==> config.mk <==
export PLATFORM = sky130hd
export DESIGN_NAME = seg_display_scanner_flat
export DESIGN_NICKNAME = d
export VERILOG_FILES = /design/src/rtl/seg_display_pkg.sv /design/src/rtl/seg_display_scanner_if.sv /design/src/rtl/seg_decoder.sv /design/src/rtl/seg_display_scanner.sv /design/src/flat_wrapper.sv
export SDC_FILE = /design/constraint.sdc
export NUM_CORES = 1
export LEC_CHECK = 0
export ABC_AREA = 1
export CORE_MARGIN = 2
export CORE_UTILIZATION = 45
export CTS_CLUSTER_SIZE = 28
export DETAILED_ROUTE_END_ITERATION = 8
export DONT_BUFFER_PORTS = 1
export PLACE_DENSITY = 0.7
export SLEW_MARGIN = 5
export SYNTH_ARGS = -nofsm -noshare
export SYNTH_HDL_FRONTEND = slang
export SYNTH_SLANG_ARGS = --single-unit
==> constraint.sdc <==
create_clock -name clk_osc -period 3.2 [get_ports clk_osc]
set_clock_uncertainty 0.1 [all_clocks]
set_input_delay 0.96 -clock clk_osc [delete_from_list [all_inputs] [get_ports clk_osc]]
set_output_delay 0.96 -clock clk_osc [all_outputs]
set_load 0.01 [all_outputs]
==> src/rtl/seg_display_pkg.sv <==
// Shared constants for the multiplexed 7-segment display scanner:
// segment patterns {g,f,e,d,c,b,a} for 0..9, A..F, blank, and anode helpers.
package seg_display_pkg;

  localparam int MAX_DIGITS = 8;

  localparam logic [6:0] SEG_0 = 7'b0111111;
  localparam logic [6:0] SEG_1 = 7'b0000110;
  localparam logic [6:0] SEG_2 = 7'b1011011;
  localparam logic [6:0] SEG_3 = 7'b1001111;
  localparam logic [6:0] SEG_4 = 7'b1100110;
  localparam logic [6:0] SEG_5 = 7'b1101101;
  localparam logic [6:0] SEG_6 = 7'b1111101;
  localparam logic [6:0] SEG_7 = 7'b0000111;
  localparam logic [6:0] SEG_8 = 7'b1111111;
  localparam logic [6:0] SEG_9 = 7'b1101111;
  localparam logic [6:0] SEG_A = 7'b1110111;
  localparam logic [6:0] SEG_B = 7'b1111100;
  localparam logic [6:0] SEG_C = 7'b0111001;
  localparam logic [6:0] SEG_D = 7'b1011110;
  localparam logic [6:0] SEG_E = 7'b1111001;
  localparam logic [6:0] SEG_F = 7'b1110001;

  localparam logic [6:0] SEG_BLANK = 7'b0000000;

  // Active-low anode bit for position k: low only when the digit is
  // shown and k is the selected index; idle (1) otherwise.
  function automatic logic anode_bit(
    input logic [2:0]  sel,
    input logic        show,
    input int unsigned k
  );
    return !(show && (sel == 3'(k)));
  endfunction

endpackage

==> src/rtl/seg_display_scanner_if.sv <==
// Load port of the display scanner: valid/ready handshake carrying
// BCD digits (4 bits each), per-digit blink enables and decimal points.
interface seg_display_scanner_if #(
  parameter int NUM_DIGITS = 4
);
  logic                    valid;
  logic                    ready;
  logic [4*NUM_DIGITS-1:0] digits;
  logic [NUM_DIGITS-1:0]   blink;
  logic [NUM_DIGITS-1:0]   dp;

  modport master (
    output valid, digits, blink, dp,
    input  ready
  );

  modport slave (
    input  valid, digits, blink, dp,
    output ready
  );
endinterface

==> src/rtl/seg_decoder.sv <==
// 4-bit value to 7-segment {g,f,e,d,c,b,a} decoder, combinational.
// Ports: val_i value in, seg_o segments out. SEG_HEX_EN shows A..F for 10..15.
module seg_decoder
  import seg_display_pkg::*;
(
  input  logic [3:0] val_i,
  output logic [6:0] seg_o
);

  always_comb begin
    seg_o = SEG_BLANK;
    case (val_i)
      4'd0:    seg_o = SEG_0;
      4'd1:    seg_o = SEG_1;
      4'd2:    seg_o = SEG_2;
      4'd3:    seg_o = SEG_3;
      4'd4:    seg_o = SEG_4;
      4'd5:    seg_o = SEG_5;
      4'd6:    seg_o = SEG_6;
      4'd7:    seg_o = SEG_7;
      4'd8:    seg_o = SEG_8;
      4'd9:    seg_o = SEG_9;
`ifdef SEG_HEX_EN
      4'd10:   seg_o = SEG_A;
      4'd11:   seg_o = SEG_B;
      4'd12:   seg_o = SEG_C;
      4'd13:   seg_o = SEG_D;
      4'd14:   seg_o = SEG_E;
      4'd15:   seg_o = SEG_F;
`else
      // 10..15 act as a digit-off code
`endif
      default: seg_o = SEG_BLANK;
    endcase
  end

endmodule

==> src/rtl/seg_display_scanner.sv <==
// N-digit multiplexed 7-segment scanner with frame-aligned content load,
// per-digit blink/dp and enable. Optional macro: SEG_HEX_EN (A..F glyphs).
// Ports: clk_osc, resetn (sync, active-low), enable, load (slave if),
// anode (active-low), seg {g..a}, dp, frame_start (pulse after wrap).
module seg_display_scanner
  import seg_display_pkg::*;
#(
  parameter int NUM_DIGITS  = 4,
  parameter int SCAN_DIV_W  = 16,
  parameter int BLINK_DIV_W = 24
) (
  input  logic                  clk_osc,
  input  logic                  resetn,
  input  logic                  enable,
  seg_display_scanner_if.slave  load,
  output logic [NUM_DIGITS-1:0] anode,
  output logic [6:0]            seg,
  output logic                  dp,
  output logic                  frame_start
);

  localparam int IDX_W = (NUM_DIGITS > 1) ? $clog2(NUM_DIGITS) : 1;
  localparam logic [IDX_W-1:0] LAST = IDX_W'(NUM_DIGITS - 1);

  if (NUM_DIGITS < 2 || NUM_DIGITS > MAX_DIGITS) begin : g_bad_n
    $error("NUM_DIGITS out of range 2..8");
  end
  if (BLINK_DIV_W <= SCAN_DIV_W) begin : g_bad_div
    $error("BLINK_DIV_W must exceed SCAN_DIV_W");
  end

  logic [SCAN_DIV_W-1:0]   scan_cnt_q;
  logic [BLINK_DIV_W-1:0]  blink_cnt_q;
  logic [BLINK_DIV_W-1:0]  blink_cnt_d;
  logic [IDX_W-1:0]        idx_q;
  logic [IDX_W-1:0]        idx_d;

  logic [4*NUM_DIGITS-1:0] sh_dig_q, sh_dig_d;
  logic [NUM_DIGITS-1:0]   sh_blk_q, sh_blk_d;
  logic [NUM_DIGITS-1:0]   sh_dp_q,  sh_dp_d;
  logic [4*NUM_DIGITS-1:0] pd_dig_q, pd_dig_d;
  logic [NUM_DIGITS-1:0]   pd_blk_q, pd_blk_d;
  logic [NUM_DIGITS-1:0]   pd_dp_q,  pd_dp_d;
  logic                    pend_full_q, pend_full_d;

  logic [NUM_DIGITS-1:0]   anode_q, anode_d;
  logic [6:0]              seg_q, seg_d;
  logic                    dp_q, dp_d;
  logic                    frame_start_q;

  logic                    scan_tick;
  logic                    boundary;
  logic                    xfer;
  logic [3:0]              cur_val;
  logic                    cur_blk;
  logic                    show;

  assign scan_tick   = &scan_cnt_q;
  assign boundary    = scan_tick && (idx_q == LAST);
  assign idx_d       = (idx_q == LAST) ? '0 : idx_q + IDX_W'(1);
  assign blink_cnt_d = blink_cnt_q + BLINK_DIV_W'(1);
  assign xfer        = load.valid && !pend_full_q;
  assign load.ready  = !pend_full_q;

  // Content only ever reaches the shown set on a boundary tick, so a
  // frame always shows one consistent set of digits.
  always_comb begin
    sh_dig_d    = sh_dig_q;
    sh_blk_d    = sh_blk_q;
    sh_dp_d     = sh_dp_q;
    pd_dig_d    = pd_dig_q;
    pd_blk_d    = pd_blk_q;
    pd_dp_d     = pd_dp_q;
    pend_full_d = pend_full_q;
    if (boundary) begin
      if (pend_full_q) begin
        sh_dig_d    = pd_dig_q;
        sh_blk_d    = pd_blk_q;
        sh_dp_d     = pd_dp_q;
        pend_full_d = 1'b0;
      end else if (xfer) begin
        sh_dig_d = load.digits;
        sh_blk_d = load.blink;
        sh_dp_d  = load.dp;
      end
    end else if (xfer) begin
      pd_dig_d    = load.digits;
      pd_blk_d    = load.blink;
      pd_dp_d     = load.dp;
      pend_full_d = 1'b1;
    end
  end

  // Select from next-state shown content so a commit on the boundary
  // tick is already visible in digit 0's slot.
  always_comb begin
    cur_val = '0;
    cur_blk = 1'b0;
    dp_d    = 1'b0;
    for (int k = 0; k < NUM_DIGITS; k++) begin
      if (idx_d == IDX_W'(k)) begin
        cur_val = sh_dig_d[4*k +: 4];
        cur_blk = sh_blk_d[k];
        dp_d    = sh_dp_d[k];
      end
    end
  end

  // Phase taken from the next blink count so the window lines up with
  // the slot that starts on this tick.
  assign show = enable && !(blink_cnt_d[BLINK_DIV_W-1] && cur_blk);

  always_comb begin
    anode_d = '1;
    for (int k = 0; k < NUM_DIGITS; k++) begin
      anode_d[k] = anode_bit(3'(idx_d), show, k);
    end
  end

  seg_decoder u_dec (
    .val_i (cur_val),
    .seg_o (seg_d)
  );

  always_ff @(posedge clk_osc) begin
    if (!resetn) begin
      scan_cnt_q    <= '0;
      blink_cnt_q   <= '0;
      idx_q         <= '0;
      sh_dig_q      <= '0;
      sh_blk_q      <= '0;
      sh_dp_q       <= '0;
      pd_dig_q      <= '0;
      pd_blk_q      <= '0;
      pd_dp_q       <= '0;
      pend_full_q   <= 1'b0;
      anode_q       <= '1;
      seg_q         <= '0;
      dp_q          <= 1'b0;
      frame_start_q <= 1'b0;
    end else begin
      scan_cnt_q    <= scan_cnt_q + SCAN_DIV_W'(1);
      blink_cnt_q   <= blink_cnt_d;
      sh_dig_q      <= sh_dig_d;
      sh_blk_q      <= sh_blk_d;
      sh_dp_q       <= sh_dp_d;
      pd_dig_q      <= pd_dig_d;
      pd_blk_q      <= pd_blk_d;
      pd_dp_q       <= pd_dp_d;
      pend_full_q   <= pend_full_d;
      frame_start_q <= boundary;
      if (scan_tick) begin
        idx_q   <= idx_d;
        anode_q <= anode_d;
        seg_q   <= seg_d;
        dp_q    <= dp_d;
      end
    end
  end

  assign anode       = anode_q;
  assign seg         = seg_q;
  assign dp          = dp_q;
  assign frame_start = frame_start_q;

endmodule

==> src/flat_wrapper.sv <==
// flat-port wrapper written by rule: the top's interface ports become plain ports
module seg_display_scanner_flat import seg_display_pkg::*;
#(
  parameter int NUM_DIGITS  = 4,
  parameter int SCAN_DIV_W  = 16,
  parameter int BLINK_DIV_W = 24
)
  (clk_osc, resetn, enable, anode, seg, dp, frame_start, load_valid, load_digits, load_blink, load_dp, load_ready);
  seg_display_scanner_if #(.NUM_DIGITS(NUM_DIGITS)) load_i ();
  input  logic clk_osc;
  input  logic resetn;
  input  logic enable;
  output logic [NUM_DIGITS-1:0] anode;
  output logic [6:0] seg;
  output logic dp;
  output logic frame_start;
  input wire logic [$bits(load_i.valid)-1:0] load_valid;
  input wire logic [$bits(load_i.digits)-1:0] load_digits;
  input wire logic [$bits(load_i.blink)-1:0] load_blink;
  input wire logic [$bits(load_i.dp)-1:0] load_dp;
  output wire logic [$bits(load_i.ready)-1:0] load_ready;
  assign load_i.valid = load_valid;
  assign load_i.digits = load_digits;
  assign load_i.blink = load_blink;
  assign load_i.dp = load_dp;
  assign load_ready = load_i.ready;
  seg_display_scanner #(.NUM_DIGITS(NUM_DIGITS), .SCAN_DIV_W(SCAN_DIV_W), .BLINK_DIV_W(BLINK_DIV_W)) u_core (.clk_osc(clk_osc), .resetn(resetn), .enable(enable), .load(load_i), .anode(anode), .seg(seg), .dp(dp), .frame_start(frame_start));
endmodule
Word level (Yosys, flattened, before mapping):

Memories as Yosys holds them, arrays and structs flattened. A register that Yosys moved wholly into a read port is not among the register bits.
Index checks and enable logic that the tools add are counted.
Widths: inputs -> output; s select.

* $add $sub $neg: 3
* reduce and logical (&&, ||, !) cells: 19
* equality and inequality tests: 4
* multiplexer cells: 22
* bitwise gates (word level): 2

Operator list (number)
* $mux 16: 3
* $mux 4: 10
* $add 24x1->24 const B: 1
* $add 16x1->16 const B: 1
* $reduce_and 16->1: 1
* $logic_and 1x1->1: 8
* $mux 1: 8
* $logic_not 1->1: 7
* $eq 2x2->1 const B: 3
* $add 2x1->2 const B: 1
* $eq 2x1->1 const B: 1
* $logic_not 2->1: 1
* $mux 2: 1
* $not 1->1: 2
* $reduce_and 2->1: 1
* $reduce_or 2->1: 1

* input bits: 28
* register bits: 97
* bits in read-only memories: 112
* output and inout bits: 14
* memories kept: 1

Memories
* (name not given): words 16, width 7, rd ports 1, clocked after memory_dff 1, wr ports 0, line seg_decoder.sv:12 `case (val_i)`

Depth between registers and ports, before layout:

* depth after elaboration: 14
* gate-level depth with buffers: 21
* depth with buffers taken out: 19

By module:

From an unflattened synthesis, not the netlist that was laid out.

* cell total of the unflattened synthesis: 718
* area, all modules: 4992.3 um^2

Modules (own cells, without submodules)
* seg_display_scanner: cells each 679, area an instance 4782.1 um^2, times used 1, seq. area each 2082.0 um^2
* seg_decoder: cells each 39, area an instance 210.2 um^2, times used 1, seq. area each 0.0 um^2

Worst setup path before layout:

No wires, ideal clock.

* kind: in2reg
* start: input load_valid
* end: register u_core.seg_q[3], in the netlist u_core.seg[3]
* arrival time: 2.549 ns
* setup time: 0.064 ns
* slack: 0.487 ns
* cell stages on the path: 18
* path buffers: 2
* path through: nand2_1 > buf_4 > buf_6 > nand2_1 > o21ai_1 > nand2_1 > o21ai_1 > nand2_1 > nand3_1 > nand3_1 > nand2_1 > nand2_1 > ha_1 > inv_1 > nand2_1 > a21oi_1 > nor2_1 > nor2_1

* word-level cells in the longest chain between the ends: 8

Ends and longest elaborated chain
* start: declaration: line flat_wrapper.sv:17 `input wire logic [$bits(load_i.valid)-1:0] load_valid;`
* $logic_and 1x1->1 (*): line seg_display_scanner.sv:62 `assign xfer = load.valid && !pend_full_q;`
* $mux 16 (*): line seg_display_scanner.sv:81 `end else if (xfer) begin`
* $mux 16 (*): line seg_display_scanner.sv:76 `if (pend_full_q) begin`
* $mux 16 (*): line seg_display_scanner.sv:75 `if (boundary) begin`
* $mux 4 (3 in series): line seg_display_scanner.sv:101 `if (idx_d == IDX_W'(k)) begin`
* $mux 4 (*): line seg_display_scanner.sv:101
* end: declaration: line seg_display_scanner.sv:47 `logic [6:0] seg_q, seg_d;`

Mark *: on every way between the ends. The rest lies on a longest branch, timed or not.
A chain may end at the register's enable or synchronous reset.

Worst setup path in the final report:

* start: register u_core.scan_cnt_q[0]
* end: register u_core.pd_dig_q[11]

* word-level cells in the longest chain between the ends: 4

Ends and longest elaborated chain
* start: declaration: line seg_display_scanner.sv:32 `logic [SCAN_DIV_W-1:0] scan_cnt_q;`
* start signal: assignment: line seg_display_scanner.sv:142 `scan_cnt_q <= scan_cnt_q + SCAN_DIV_W'(1);`
* $reduce_and 16->1: line seg_display_scanner.sv:58 `assign scan_tick = &scan_cnt_q;`
* $logic_and 1x1->1: line seg_display_scanner.sv:59 `assign boundary = scan_tick && (idx_q == LAST);`
* $not 1->1 (no source line)
* $reduce_and 2->1 (no source line)
* end signal: assignment: line seg_display_scanner.sv:147 `pd_dig_q <= pd_dig_d;`
* end: declaration: line seg_display_scanner.sv:41 `logic [4*NUM_DIGITS-1:0] pd_dig_q, pd_dig_d;`

Every way passes these cells.

==> flow_summary.json <==
{
  "synthesis.nets": 770,
  "tightest_slew_ns": 0.866,
  "grt_pass1_vias": 4309,
  "p_switching_uw": 558,
  "dpl.cell_count": 850,
  "swShare": 0.228,
  "clock_latency_ns": 0.38,
  "core_area_um2": 10900,
  "synth_cell_types": 40,
  "synth_ff_type": "dfxtp_1",
  "grt_use_met2": 0.361,
  "clockBufferDepth": 2,
  "synth-seq-cells": 104,
  "hold_viol": 0,
  "cts_root_buf": "clkbuf_8",
  "synth_compound_area_frac": 0.156,
  "n_antenna_cell": 0,
  "routedWlPerCell_um": 13.5,
  "grt_use_met1": 0.259,
  "use_met3": 0.0385,
  "run_status": "completed",
  "fin_crit_sh": 0.895,
  "drtAntennaViolNets": 0,
  "synth_xor_area_frac": 0.00523,
  "drc": 0,
  "place.gp.congestion": 0.841,
  "combPwrFrac": 0.058,
  "numCtsBuffers": 9,
  "final_cells": 866,
  "first_pass_iters": 5,
  "slew_violations": 0,
  "cts_sinks": 104,
  "clkPwrFrac": 0.397,
  "setup_viol": 0,
  "place_area_um2": 5130,
  "synth_warnings": 0,
  "peakVddDrop_mv": 0.245,
  "cts_resized": 0,
  "p_leak_uw": 0.00219,
  "post-cts-setup-buffers": 0,
  "gr-max-usage-layer": "met2",
  "syn_area_um2": 5030,
  "row_count": 38,
  "post-place-ws_ns": 0.337,
  "synth_cells": 730,
  "clk_pin_slew_ns": 0.09,
  "final_common_cell": "nand2_1",
  "io_pins": 42,
  "drive_gt1_frac": 0.0689,
  "cp-end-kind": "flop",
  "synthToLayoutAreaGrowth_pct": 6.70,
  "syn_avg_cell_area_um2": 6.89,
  "cp.required_ns": 3.35,
  "die_area_um2": 12000,
  "synth_mux_area_frac": 0,
  "io_buffers": 0,
  "arrival_ns": 3.02,
  "stdcell_area_um2": 5360,
  "drtIter0Drc": 361,
  "synth_top_family_by_area": "simple AND/OR/NAND/NOR gates",
  "rsz0062_at_grt": "no",
  "viasPerCell": 5.29,
  "finalWorstSetupSlack_ns": 0.335,
  "whs_path_depth": 1,
  "htree_levels": 3,
  "synth_edf_count": 0,
  "die_y_um": 110,
  "mostFrequentLayoutCells": "nand2_1 (200), dfxtp_1 (104), nor2_1 (70)",
  "r2r_cells": 12,
  "hold_path_class": "reg2reg",
  "async_reset_ff_frac": 0,
  "synthSimpleGateAreaFrac": 0.311,
  "final.min_clock_period_ns": 2.87,
  "cp-start-kind": "flop",
  "via_count": 4581,
  "tritoncts": "done",
  "relSlewSlack": 0.422,
  "synthAdderAreaFrac": 0.0299,
  "yosysSeqAreaShare": 0.414,
  "grt_first_pass_wirelength_um": 19800,
  "maxCapViolCount": 0,
  "totalNegativeSetupSlack_ns": 0,
  "final_nets": 761,
  "path_max_fanout": 28,
  "power.internal_uw": 1890,
  "grt_max_degree": 46,
  "routed_wirelength_um": 11700,
  "initial_core_util": 0.462,
  "antenna_found_initial": 0,
  "holdWs_ns": 0.362,
  "track_usage": 0.208,
  "postCtsHoldBufs": 0,
  "pwr_density_cell_nw_per_um2": 456,
  "critical_path_class": "reg2reg",
  "die_x_um": 110,
  "dp_hpwl_um": 8390,
  "fmax_ghz": 0.349,
  "grt-ovfl-total": 0,
  "power_frac_seq": 0.545
}
==> logic make-up (layout without fill, tap and decap cells) <==
logic type / Yosys count / after routing
AOI/OAI and AO/OA: 147 / 147
buffers and inverters: 102 / 98
DFF: 104 / 104
and+or+nand+nor: 362 / 362
adders and majority gates: 12 / 12
xor gates and xnor gates: 3 / 3
==> registers in the layout (all words and copies together) (netlist names), 7 cells and up <==
| signal | count |
|---|---|
| u_core.blink_cnt_q | 24 |
| u_core.pd_dig_q | 16 |
| u_core.scan_cnt_q | 16 |
| u_core.sh_dig_q | 16 |
| u_core.seg | 7 |
==> per-layer routing <==
metal,share of wire,vias up
li1,-,2344
met1,0.44,2096
met2,0.49,129
met3,0.059,12
met4,0.012,0
met5,0,-
==> stage by stage <==
stage | power (uW) | utilization
5_1_grt | 2540 | 0.493
3_5_place_dp | 1500 | 0.471
4_1_cts | 2460 | 0.493
6_report | 2440 | 0.493
3_3_place_gp | 1500 | 0.471
2_1_floorplan | 1470 | -
==> critical path: stages, from the launching register on <==
cell and delay (ns):
dfxtp_1 0.34, ha_1 0.21, nand2_1 0.10, nor2_2 0.06
nand2_4 0.10, nor2_8 0.05, nand2_4 0.18, inv_2 0.17
buf_4 0.20, nor2_1 0.13, clkinv_1 0.63, o21ai_0 0.40
a21oi_1 0.06
==> power groups by stage <==
stage,Combinational (uW),Clock (uW),Sequential [uW]
after CTS,142,987,1330
after global routing,162,1040,1340
after detailed placement,141,0,1360
after global placement,137,0,1360
final,141,970,1330
after floorplan,115,0,1360
==> Yosys cell counts, types with 2 or more instances <==
master	instances	area, um^2
nand2_1	200	751
dfxtp_1	104	2080
nor2_1	70	263
a21oi_1	69	345
inv_1	65	244
o21ai_0	56	280
nand3_1	45	225
clkbuf_1	16	60.1
nor3_1	14	70.1
ha_1	12	150
buf_2	8	40.0
nand2_2	7	43.8
nand4_1	6	37.5
inv_2	5	18.8
o21a_1	5	37.5
o22ai_1	5	31.3
buf_4	4	30.0
nor4_1	4	25.0
nand2_4	3	33.8
nor3b_1	3	22.5
o211ai_1	3	22.5
o21ai_1	3	15.0
buf_6	2	22.5
nor2_2	2	12.5
nor2_4	2	22.5
or2_2	2	12.5
xnor2_1	2	17.5
==> area by class of cell <==
cell class | count | area (um^2)
Fill cell | 1078 | 5530
Multi-Input combinational cell | 524 | 2520
Sequential cell | 104 | 2080
Inverter | 71 | 267
Tap cell | 140 | 175
Clock buffer | 10 | 128
Clock inverter | 6 | 108
Timing Repair Buffer | 11 | 82.6
==> worst paths after layout <==
path                                      startpoint                   end  slack [ns]
worst min register to register  u_core.scan_cnt_q[0]  u_core.scan_cnt_q[0]        0.36
worst max-delay path            u_core.scan_cnt_q[0]   u_core.pd_dig_q[11]        0.33
worst min-delay path            u_core.scan_cnt_q[0]  u_core.scan_cnt_q[0]        0.36
worst max register to register  u_core.scan_cnt_q[0]   u_core.pd_dig_q[11]        0.33
Note: power is estimated with default switching activity, not from simulation.
